--- src/rtl/alu_seq_ctrl_pkg.sv ---
// Shared opcodes, FSM states, flag layout and command legality rules for the
// ALU execute controller.
package alu_seq_ctrl_pkg;

    localparam logic [3:0] OP_AND = 4'd0;
    localparam logic [3:0] OP_OR  = 4'd1;
    localparam logic [3:0] OP_XOR = 4'd2;
    localparam logic [3:0] OP_INV = 4'd3;
    localparam logic [3:0] OP_ADD = 4'd4;
    localparam logic [3:0] OP_SUB = 4'd5;
    localparam logic [3:0] OP_INC = 4'd6;
    localparam logic [3:0] OP_DEC = 4'd7;
    localparam logic [3:0] OP_MOV = 4'd8;
    localparam logic [3:0] OP_NOP = 4'd9;

    // Bit positions inside the {Z,C,V} flag vector
    localparam int FLG_V = 0;
    localparam int FLG_C = 1;
    localparam int FLG_Z = 2;

    typedef enum logic [2:0] {
        ST_IDLE    = 3'd0,
        ST_EXEC_LO = 3'd1,
        ST_EXEC_HI = 3'd2,
        ST_FIX     = 3'd3,
        ST_WB      = 3'd4,
        ST_ERR     = 3'd5
    } state_e;

    // Per-command execution scratch: captured ALU results and carries
    typedef struct packed {
        logic [15:0] res;
        logic        c0;
        logic        c1;
        logic        c2;
        logic        z;
        logic        v;
    } exec_t;

    function automatic logic cmd_illegal(input logic [3:0] op, input logic wide,
                                         input logic rd_odd, input logic rs_odd,
                                         input logic wide_en);
        logic bad;
        bad = (op > OP_NOP);
        if (wide) begin
            bad = bad || !wide_en || !((op == OP_ADD) || (op == OP_SUB)) || rd_odd || rs_odd;
        end
        return bad;
    endfunction

    // Signed overflow of a 16-bit pair op from the operand/result sign bits
    function automatic logic wide_ovf(input logic [3:0] op, input logic a15,
                                      input logic b15, input logic r15);
        logic v;
        if (op == OP_ADD) v = (a15 == b15) && (r15 != a15);
        else              v = (a15 != b15) && (r15 != a15);
        return v;
    endfunction

endpackage

--- src/rtl/alu_seq_ctrl_regfile.sv ---
// Register file for the execute controller: REG_CNT x 8, one pair write port,
// one direct load port, pair-wide async reads for rd/rs and a byte debug read.
module alu_seq_ctrl_regfile
    import alu_seq_ctrl_pkg::*;
#(
    parameter  int REG_CNT = 4,
    localparam int ADDR_W  = $clog2(REG_CNT)
) (
    input  logic              clk,
    input  logic              rst_n,
    input  logic              wr_en_i,
    input  logic              wr_wide_i,
    input  logic [ADDR_W-1:0] wr_addr_i,
    input  logic [15:0]       wr_data_i,
    input  logic              ld_en_i,
    input  logic [ADDR_W-1:0] ld_addr_i,
    input  logic [7:0]        ld_data_i,
    input  logic [ADDR_W-1:0] rd_addr_i,
    input  logic [ADDR_W-1:0] rs_addr_i,
    input  logic [ADDR_W-1:0] dbg_addr_i,
    output logic [15:0]       rd_pair_o,
    output logic [15:0]       rs_pair_o,
    output logic [7:0]        dbg_data_o
);

    logic [REG_CNT-1:0][7:0] regs_q;
    logic [ADDR_W-1:0]       wr_hi;
    logic [ADDR_W-1:0]       rd_hi;
    logic [ADDR_W-1:0]       rs_hi;

    // The upper byte of a pair lives at addr+1; only used for aligned pairs.
    assign wr_hi = wr_addr_i + ADDR_W'(1);
    assign rd_hi = rd_addr_i + ADDR_W'(1);
    assign rs_hi = rs_addr_i + ADDR_W'(1);

    always_ff @(posedge clk or negedge rst_n) begin
        if (!rst_n) begin
            regs_q <= '0;
        end else begin
            if (ld_en_i) begin
                regs_q[ld_addr_i] <= ld_data_i;
            end
            if (wr_en_i) begin
                regs_q[wr_addr_i] <= wr_data_i[7:0];
                if (wr_wide_i) begin
                    regs_q[wr_hi] <= wr_data_i[15:8];
                end
            end
        end
    end

    assign rd_pair_o  = {regs_q[rd_hi], regs_q[rd_addr_i]};
    assign rs_pair_o  = {regs_q[rs_hi], regs_q[rs_addr_i]};
    assign dbg_data_o = regs_q[dbg_addr_i];

endmodule

--- src/rtl/alu_seq_ctrl.sv ---
// Execute controller for the 8-bit ALU: accepts register commands, sequences
// one ALU pass per cycle (2-3 for 16-bit pair ADD/SUB) and commits at WB.
module alu_seq_ctrl
    import alu_seq_ctrl_pkg::*;
#(
    parameter  int REG_CNT = 4,
    parameter  bit WIDE_EN = 1'b1,
    localparam int ADDR_W  = $clog2(REG_CNT)
) (
    input  logic              clk,
    input  logic              rst_n,
    input  logic              cmd_valid_i,
    output logic              cmd_ready_o,
    input  logic [3:0]        cmd_op_i,
    input  logic [ADDR_W-1:0] cmd_rd_i,
    input  logic [ADDR_W-1:0] cmd_rs_i,
    input  logic              cmd_wide_i,
    input  logic              ld_en_i,
    input  logic [ADDR_W-1:0] ld_addr_i,
    input  logic [7:0]        ld_data_i,
    input  logic [ADDR_W-1:0] dbg_sel_i,
    output logic [7:0]        dbg_data_o,
    output logic [7:0]        alu_a_o,
    output logic [7:0]        alu_b_o,
    output logic [3:0]        alu_op_o,
    output logic              alu_c_in_o,
    input  logic [7:0]        alu_res_i,
    input  logic              alu_c_out_i,
    input  logic              alu_zero_i,
    input  logic              alu_ovf_i,
    output logic              done_o,
    output logic              err_o,
    output logic [2:0]        flags_o
);

    state_e            state_q;
    logic [3:0]        op_q;
    logic [ADDR_W-1:0] rd_q;
    logic              wide_q;
    logic [15:0]       a_q;
    logic [15:0]       b_q;
    exec_t             ex_q;
    logic [2:0]        flags_q;
    logic [2:0]        flags_d;
    logic              done_q;
    logic              err_q;

    logic              accept;
    logic              illegal;
    logic              ld_fire;
    logic [15:0]       rd_pair;
    logic [15:0]       rs_pair;

    assign cmd_ready_o = (state_q == ST_IDLE) && !ld_en_i;
    assign accept      = cmd_valid_i && cmd_ready_o;
    assign ld_fire     = ld_en_i && (state_q == ST_IDLE);
    assign illegal     = cmd_illegal(cmd_op_i, cmd_wide_i, cmd_rd_i[0], cmd_rs_i[0], WIDE_EN);

    alu_seq_ctrl_regfile #(.REG_CNT(REG_CNT)) u_regfile (
        .clk        (clk),
        .rst_n      (rst_n),
        .wr_en_i    (state_q == ST_WB),
        .wr_wide_i  (wide_q),
        .wr_addr_i  (rd_q),
        .wr_data_i  (ex_q.res),
        .ld_en_i    (ld_fire),
        .ld_addr_i  (ld_addr_i),
        .ld_data_i  (ld_data_i),
        .rd_addr_i  (cmd_rd_i),
        .rs_addr_i  (cmd_rs_i),
        .dbg_addr_i (dbg_sel_i),
        .rd_pair_o  (rd_pair),
        .rs_pair_o  (rs_pair),
        .dbg_data_o (dbg_data_o)
    );

    // Flags committed at WB; wide ops rebuild Z/C/V from the whole pair.
    always_comb begin
        flags_d = '0;
        flags_d[FLG_Z] = ex_q.z;
        flags_d[FLG_C] = ex_q.c0;
        flags_d[FLG_V] = ex_q.v;
        if (wide_q) begin
            flags_d[FLG_Z] = (ex_q.res == 16'd0);
            flags_d[FLG_C] = ex_q.c1 | ex_q.c2;
            flags_d[FLG_V] = wide_ovf(op_q, a_q[15], b_q[15], ex_q.res[15]);
        end
    end

    always_ff @(posedge clk or negedge rst_n) begin
        if (!rst_n) begin
            state_q <= ST_IDLE;
            op_q    <= OP_AND;
            rd_q    <= '0;
            wide_q  <= 1'b0;
            a_q     <= '0;
            b_q     <= '0;
            ex_q    <= '0;
            flags_q <= '0;
            done_q  <= 1'b0;
            err_q   <= 1'b0;
        end else begin
            done_q <= 1'b0;
            err_q  <= 1'b0;
            unique case (state_q)
                ST_IDLE: begin
                    if (accept) begin
                        op_q   <= cmd_op_i;
                        rd_q   <= cmd_rd_i;
                        wide_q <= cmd_wide_i;
                        a_q    <= rd_pair;
                        b_q    <= rs_pair;
                        if (illegal) begin
                            state_q <= ST_ERR;
                            err_q   <= 1'b1;
                        end else begin
                            state_q <= ST_EXEC_LO;
                        end
                    end
                end
                ST_EXEC_LO: begin
                    ex_q.res[7:0] <= alu_res_i;
                    ex_q.c0       <= alu_c_out_i;
                    ex_q.z        <= alu_zero_i;
                    ex_q.v        <= alu_ovf_i;
                    if (wide_q) begin
                        state_q <= ST_EXEC_HI;
                    end else begin
                        state_q <= ST_WB;
                        done_q  <= 1'b1;
                    end
                end
                ST_EXEC_HI: begin
                    ex_q.res[15:8] <= alu_res_i;
                    ex_q.c1        <= alu_c_out_i;
                    ex_q.c2        <= 1'b0;
                    // A low-byte carry/borrow is folded in by one extra INC/DEC pass.
                    if (ex_q.c0) begin
                        state_q <= ST_FIX;
                    end else begin
                        state_q <= ST_WB;
                        done_q  <= 1'b1;
                    end
                end
                ST_FIX: begin
                    ex_q.res[15:8] <= alu_res_i;
                    ex_q.c2        <= alu_c_out_i;
                    state_q        <= ST_WB;
                    done_q         <= 1'b1;
                end
                ST_WB: begin
                    flags_q <= flags_d;
                    state_q <= ST_IDLE;
                end
                ST_ERR: begin
                    state_q <= ST_IDLE;
                end
                default: begin
                    state_q <= ST_IDLE;
                end
            endcase
        end
    end

    always_comb begin
        alu_a_o  = '0;
        alu_b_o  = '0;
        alu_op_o = OP_AND;
        case (state_q)
            ST_EXEC_LO: begin
                alu_a_o  = a_q[7:0];
                alu_b_o  = b_q[7:0];
                alu_op_o = op_q;
            end
            ST_EXEC_HI: begin
                alu_a_o  = a_q[15:8];
                alu_b_o  = b_q[15:8];
                alu_op_o = op_q;
            end
            ST_FIX: begin
                alu_a_o  = ex_q.res[15:8];
                alu_op_o = (op_q == OP_ADD) ? OP_INC : OP_DEC;
            end
            default: ;
        endcase
    end

    assign alu_c_in_o = 1'b0;
    assign done_o     = done_q;
    assign err_o      = err_q;
    assign flags_o    = flags_q;

endmodule

--- config.mk ---
export PLATFORM = sky130hd
export DESIGN_NAME = alu_seq_ctrl
export DESIGN_NICKNAME = d
export VERILOG_FILES = /design/src/rtl/alu_seq_ctrl_pkg.sv /design/src/rtl/alu_seq_ctrl_regfile.sv /design/src/rtl/alu_seq_ctrl.sv
export SDC_FILE = /design/constraint.sdc
export NUM_CORES = 1
export LEC_CHECK = 0
export BUFFER_PORTS_ARGS = -buffer_cell sky130_fd_sc_hd__buf_2
export CAP_MARGIN = 20
export CORE_MARGIN = 2
export CORE_UTILIZATION = 30
export DETAILED_ROUTE_END_ITERATION = 6
export PLACE_DENSITY = 0.52
export SYNTH_ARGS = -nofsm -noshare
export SYNTH_HDL_FRONTEND = slang
export SYNTH_SLANG_ARGS = --single-unit
--- constraint.sdc ---
create_clock -name clk -period 2 [get_ports clk]
set_input_delay 0.3 -clock clk [delete_from_list [all_inputs] [get_ports clk]]
set_output_delay 0.3 -clock clk [all_outputs]
set_load 0.05 [all_outputs]
---- After elaboration in Yosys (flattened, before gate mapping) ----
Cells that the tools add are included.
operators by class
  $add $sub $neg .......................... 3
  $lt $le $gt $ge ......................... 12
  eq/ne operators ......................... 11
  muxes and demuxes ....................... 41
  bitwise logic cells ..................... 1
  reduce and logical (&&, ||, !) cells .... 20
operators by type and width
  operator               count
  $bwmux W32             3
  $mux W32               3
  $bmux W8 S2            5
  $mux W8                8
  $demux W8 S2           3
  $lt A2 B3 Y1 const B   8
  $pmux W8 S3            1
  $logic_not A16 Y1      1
  $pmux W8 S2            1
  $mux W3                5
  $eq A4 B3 Y1 const B   3
  $pmux W3 S4            1
  $logic_and A1 B1 Y1    8
  $mux W1                8
  $pmux W4 S2            1
  $add A2 B1 Y2 const B  3
  $eq A3 B2 Y1 const B   2
  $ge A2 B1 Y1 const B   3
  $gt A4 B4 Y1 const B   1
  $logic_or A1 B1 Y1     4
  $reduce_or A2 Y1       2
  $eq A3 B1 Y1 const B   1
  $eq A3 B3 Y1 const B   1
  $logic_not A3 Y1       1
  9 further kinds        11
storage, ports and cells
  register bits after elaboration ......... 100
  input port bits ......................... 36
  output and inout bits ................... 35
  word-level logic and storage cells ...... 108

---- Depth between registers and ports, before layout ----
  word-level depth ........................ 10
  mapped depth ............................ 6
  gate-level depth less buffers ........... 4

---- By module ----
From an unflattened synthesis, not the netlist that was laid out.
unflattened totals
  cells, all modules ...................... 522
  area total of the unflattened synthesis .. 6072.1 µm²
modules (own cells, without submodules)
  module                times used  cells an instance  area each (µm²)  seq. area each (µm²)
  alu_seq_ctrl          1           249                3096.7           1701.6
  alu_seq_ctrl_regfile  1           273                2975.4           800.8

---- Worst setup path after synthesis ----
No wires, ideal clock.
  kind .................................... reg2out
  start point ............................. register state_q[0]
  end point ............................... output alu_op_o[0]
  arrival time ............................ 1.953 ns
  required time ........................... 1.700 ns
  slack ................................... -0.253 ns
  cell stages (with the launch flop) ...... 6
  buffers on the path ..................... 2
  path through ............................ dfrtp_1 buf_2 buf_2 a21boi_0 o21ai_0 a21oi_1
between the ends
  cells in the longest elaborated chain, start to end .. 3
  elaborated cells between the ends (all ways) .. 5
  classes of those cells .................. eq/ne (3); mux (1); reduce/logical (1)
RTL lines
  item                                                 RTL line             text
  start: declaration                                   alu_seq_ctrl.sv:36   state_e state_q;
  start signal: assignment                             alu_seq_ctrl.sv:92   state_q <= ST_IDLE;
  start signal: assignment                             alu_seq_ctrl.sv:114  state_q <= ST_ERR;
  start signal: assignment                             alu_seq_ctrl.sv:117  state_q <= ST_EXEC_LO;
  $eq A3 B2 Y1 / $eq A3 B1 Y1 (equally long branches)  alu_seq_ctrl.sv:169  case (state_q)
  $reduce_or A2 Y1 (no line)                           -
  $pmux W4 S2 (*)                                      alu_seq_ctrl.sv:169
  end: declaration                                     alu_seq_ctrl.sv:25   output logic [3:0] alu_op_o,
Mark *: on every way between the ends. The rest lies on a longest branch, timed or not.

---- Worst setup path in the final report ----
  start point ............................. register state_q[0]
  end point ............................... output alu_b_o[3]
between the ends
  cells in the longest elaborated chain, start to end .. 2
  elaborated cells between the ends (all ways) .. 3
  classes of those cells .................. eq/ne (2); mux (1)
RTL lines
  item                                                 RTL line             text
  $eq A3 B2 Y1 / $eq A3 B1 Y1 (equally long branches)  alu_seq_ctrl.sv:169
  $pmux W8 S2 (*)                                      alu_seq_ctrl.sv:169
  end: declaration                                     alu_seq_ctrl.sv:24   output logic [7:0] alu_b_o,
Marks and branches as above.

==> metrics.md <==
| Metric | Value |
|---|---|
| Result of the run | `finished clean` |
| Portion of synthesized cell area occupied by the leading cell type | `42.34%` |
| # Max-Cap Violations | `0` |
| Pins Over Slew Limit | `0` |
| Largest driver fanout on the critical path | `8` |
| Final-report setup violation count | `0` |
| Floorplan die height | `144.4 um` |
| Headroom to the max-slew limit | `52.44%` |
| Power per unit of standard cell area | `about 1700 mW/mm^2` |
| Cells on Worst Hold Path | `3` |
| Slowest stage cell, crit path | `sky130_fd_sc_hd__dfrtp_2` |
| Area leader, netlist | `sky130_fd_sc_hd__dfrtp_1` |
| P_int | `~6600 uW` |
| Required time at the worst-slack endpoint | `1.70 ns` |
| Net switching share of the total power | `46.60%` |
| Relative contribution of combinational cells to total power | `51.6%` |
| Final sum of negative setup slack | `0 ns` |
| CTS tree | `done` |
| Worst R2R Setup Slack | `0.12 ns` |
| H-tree lvl count | `3` |
| Type of the worst setup path | `flop to primary output` |
| Overall routed net length | `18,010 um` |
| Iteration-0 DRC count of the detailed router | `roughly 280` |
| Yosys warns | `0` |
| Most frequent standard cell in the layout excluding fill and tap cells | `sky130_fd_sc_hd__nand2_1` |
| Total grt overflow | `0` |
| Number of routed nets with antenna violations | `0` |
| Floorplan die area | `0.02084 mm^2` |
| Data arrival time of the worst path | `1.69 ns` |
| Most common cell type on the critical path | `sky130_fd_sc_hd__buf_6` |
| Cell count after synthesis | `614` |
| Syn avg cell area | `9.626 um^2` |
| Most used flip-flop cell after synthesis | `sky130_fd_sc_hd__dfrtp_1` |
| Post-route minimum period | `1.992 ns` |
| Fin Clk Skew | `roughly 0.0095 ns` |
| Worst-Margin Slew | `0.7102 ns` |
| Synthesized cell area | `between 0.005 and 0.006 mm^2` |
| Number of cells on the critical path | `6` |
| Async S/R FF share, synth | `100.0%` |
| Total via count in the routed design | `4,926` |
| Maximum number of pins on one net before global-route repair | `44` |
| Max frequency | `around 0.50 GHz` |
| Register area share after synthesis | `42.34%` |
| HPWL Detailed | `13,620 um` |
| Cell types with the largest area share after synthesis | `sky130_fd_sc_hd__dfrtp_1 42%, sky130_fd_sc_hd__mux2_2 10%, sky130_fd_sc_hd__mux2i_1 8.6%` |
| Critical path's largest stage delay | `0.41 ns` |
| RSZ-0062 raised after global routing | `true` |
| Average via count per standard cell | `between 5 and 6` |
| Worst Hold Margin | `0.1504 ns` |
| Wire length of the first global-routing pass | `27,960 um` |
| Initial Utilization | `30.47%` |
| Area of the core | `between 0.015 and 0.02 mm^2` |
| DRC violation count after routing | `0` |
| Kind of end point of the critical path | `primary output` |
| Worst Reg-to-Reg Cells | `8` |
| Register bit total from synthesis | `100` |
| Post-Synthesis Net Count | `650` |
| Distinct cells, synth | `49` |
| Commonest non-fill, non-tap cells in the layout | `98 x sky130_fd_sc_hd__nand2_1, 97 x sky130_fd_sc_hd__dfrtp_1, 60 x sky130_fd_sc_hd__o21ai_0` |
| Number of input and output port buffers inserted | `69` |
| Horizontal extent of the die | `144.4 um` |
| EDFF count, synth | `0` |
| Final Total Pwr | `about 12,000 uW` |
| Final Hold Viols | `0` |
| DRT Pass-1 Iters | `5` |
| Clock slew seen by the registers of the worst setup and hold paths | `about 0.070 ns` |
| Part of the total power dissipated in sequential elements | `between 30% and 40%` |
| Via count of the first global-routing pass | `roughly 4.8k` |
| Number of antenna violations at the first check in global routing | `3` |
| Fraction of layout instances using a drive strength above 1 | `34.01%` |
| CP top delay family | `buffers and inverters` |
| Leakage power summed over all cells | `0.003217 uW` |
| Crit share post-route | `99.60%` |
| Overall global routing resource usage | `17.83%` |
| IR drop worst, VDD | `between 400 and 500 uV` |
| Clock insertion delay at the later pin of the skew report | `approximately 0.36 ns` |
| Area added between synthesis and finish | `23.67%` |
| NetSw | `approximately 5700 uW` |
| Top-level I/O count | `71` |
| Placer Congestion | `0.8891` |
| Critical Path Source Type | `flop` |
| Number of buffers created by CTS | `9` |
| Worst path cell trace | `buf_6 -> nor2b_4 -> buf_12 -> a22oi_2 -> nor2_2 -> buf_6` |
| Class of the tightest hold or removal check | `input pin to flop` |
| Largest buffer count on any clock path | `2` |
| CTS root buf | `sky130_fd_sc_hd__clkbuf_16` |
| Critical path buffers and inverters | `3` |
| Routed len/inst | `18.80 um` |
| Clock Sinks | `100` |
| Layout net count | `between 700 and 800` |
| Num rows | `51` |
| Clock network fraction of total power | `13.4%` |
-- path summary, 6_finish.rpt --
kind / from / endpoint
max: state_q[0] / alu_b_o[3]
min: alu_ovf_i / ex_q[0]
max reg2reg: state_q[0] / b_q[5]
min reg2reg: a_q[8] / a_q[8]
max in group asynchronous: rst_n / ex_q[20]
min in group asynchronous: rst_n / b_q[12]
-- through the flow --
| step | cells | utilization [%] | area (um^2) | setup WS, ns |
|---|---|---|---|---|
| 6_report | 958 | 37.68 | 7310 | 0.007979 |
| 5_1_grt | 956 | 37.65 | 7305 | -0.04346 |
| 4_1_cts | 952 | 37.10 | 7197 | 0.01039 |
| 3_5_place_dp | 930 | 34.52 | 6696 | 0.1246 |
| 3_3_place_gp | 930 | 34.52 | 6696 | 0.1739 |
| 2_1_floorplan | 614 | - | 5964 | 0.006692 |
-- layer usage --
metal | track usage (%) | vias to the layer above | part of all wire [%]
li1 | - | 2355 | -
met5 | 0 | - | 0
met3 | 3.609 | 24 | 4.2
met4 | 5.468 | 0 | 1.7
met1 | 23.92 | 2436 | 46
met2 | 29.06 | 111 | 48
-- what timing repair did --
item / CTS / global route
pin swaps: 3 / 18
endpoints found under the hold margin: 33 / 0
gates cloned: 0 / 1
endpoints found under the setup margin: 17 / 35
resized for setup: 46 / 19
buffers inserted: 5 / 3
hold buffers: 1 / 0
-- kinds of logic after synthesis --
family / Yosys count / share of synthesized area [%]
other cells: 1 / 0.06344
simple gates: 186 / 14.23
buf+inv: 57 / 4.445
xor+xnor: 1 / 0.1482
flops: 100 / 42.34
mux: 114 / 22.16
compound gates: 155 / 16.62
-- synth_stat cells, types with 2 or more instances --
library cell and n:
sky130_fd_sc_hd__nand3b_1 4, sky130_fd_sc_hd__buf_4 2, sky130_fd_sc_hd__a21oi_1 24, sky130_fd_sc_hd__mux4_2 8, sky130_fd_sc_hd__o31ai_1 6, sky130_fd_sc_hd__a22oi_1 30, sky130_fd_sc_hd__nor4_1 4, sky130_fd_sc_hd__nor2_1 55
sky130_fd_sc_hd__a2bb2oi_1 2, sky130_fd_sc_hd__o22ai_1 7, sky130_fd_sc_hd__dfrtp_1 100, sky130_fd_sc_hd__o21ai_0 60, sky130_fd_sc_hd__nor3_1 3, sky130_fd_sc_hd__mux2i_1 51, sky130_fd_sc_hd__nand3_1 2, sky130_fd_sc_hd__o22a_1 2
sky130_fd_sc_hd__inv_1 7, sky130_fd_sc_hd__nor2b_1 5, sky130_fd_sc_hd__mux2_1 2, sky130_fd_sc_hd__mux2_2 53, sky130_fd_sc_hd__nand2_2 2, sky130_fd_sc_hd__buf_6 2, sky130_fd_sc_hd__a32oi_1 16, sky130_fd_sc_hd__nand2_1 98
sky130_fd_sc_hd__clkbuf_1 25, sky130_fd_sc_hd__buf_2 21
-- tightest hold or removal path, delay by kind of cell --
kind / cells / cell delay (ns)
buf+inv: 1 / 0.08
compound gates: 1 / 0.06
simple gates: 1 / 0.04
-- power by group through the flow --
stage                     Clock, uW  Combinational [uW]  Sequential, uW
final                          1650                6340            4300
after global routing           1770                6890            4460
after floorplan                   0                4300            3890
after CTS                      1690                6230            4270
after detailed placement          0                5870            4290
after global placement            0                5780            4240
-- sequential cells by signal, summed over array words and instances (netlist names), 2 cells and up --
name,count
u_regfile.regs_q,32
ex_q,21
a_q,16
b_q,16
op_q,4
flags_o,3
state_q,3
rd_q,2
-- layout make-up --
class                           instances  area, um^2
Antenna cell                            2       5.005
Clock buffer                           11       232.7
Clock inverter                          5       37.54
Fill cell                            1936       12090
Inverter                                7       26.28
Multi-Input combinational cell        457        3293
Sequential cell                       100        2509
Tap cell                              265       331.6
Timing Repair Buffer                  111       874.6
Note: power is estimated with default switching activity, not from simulation.
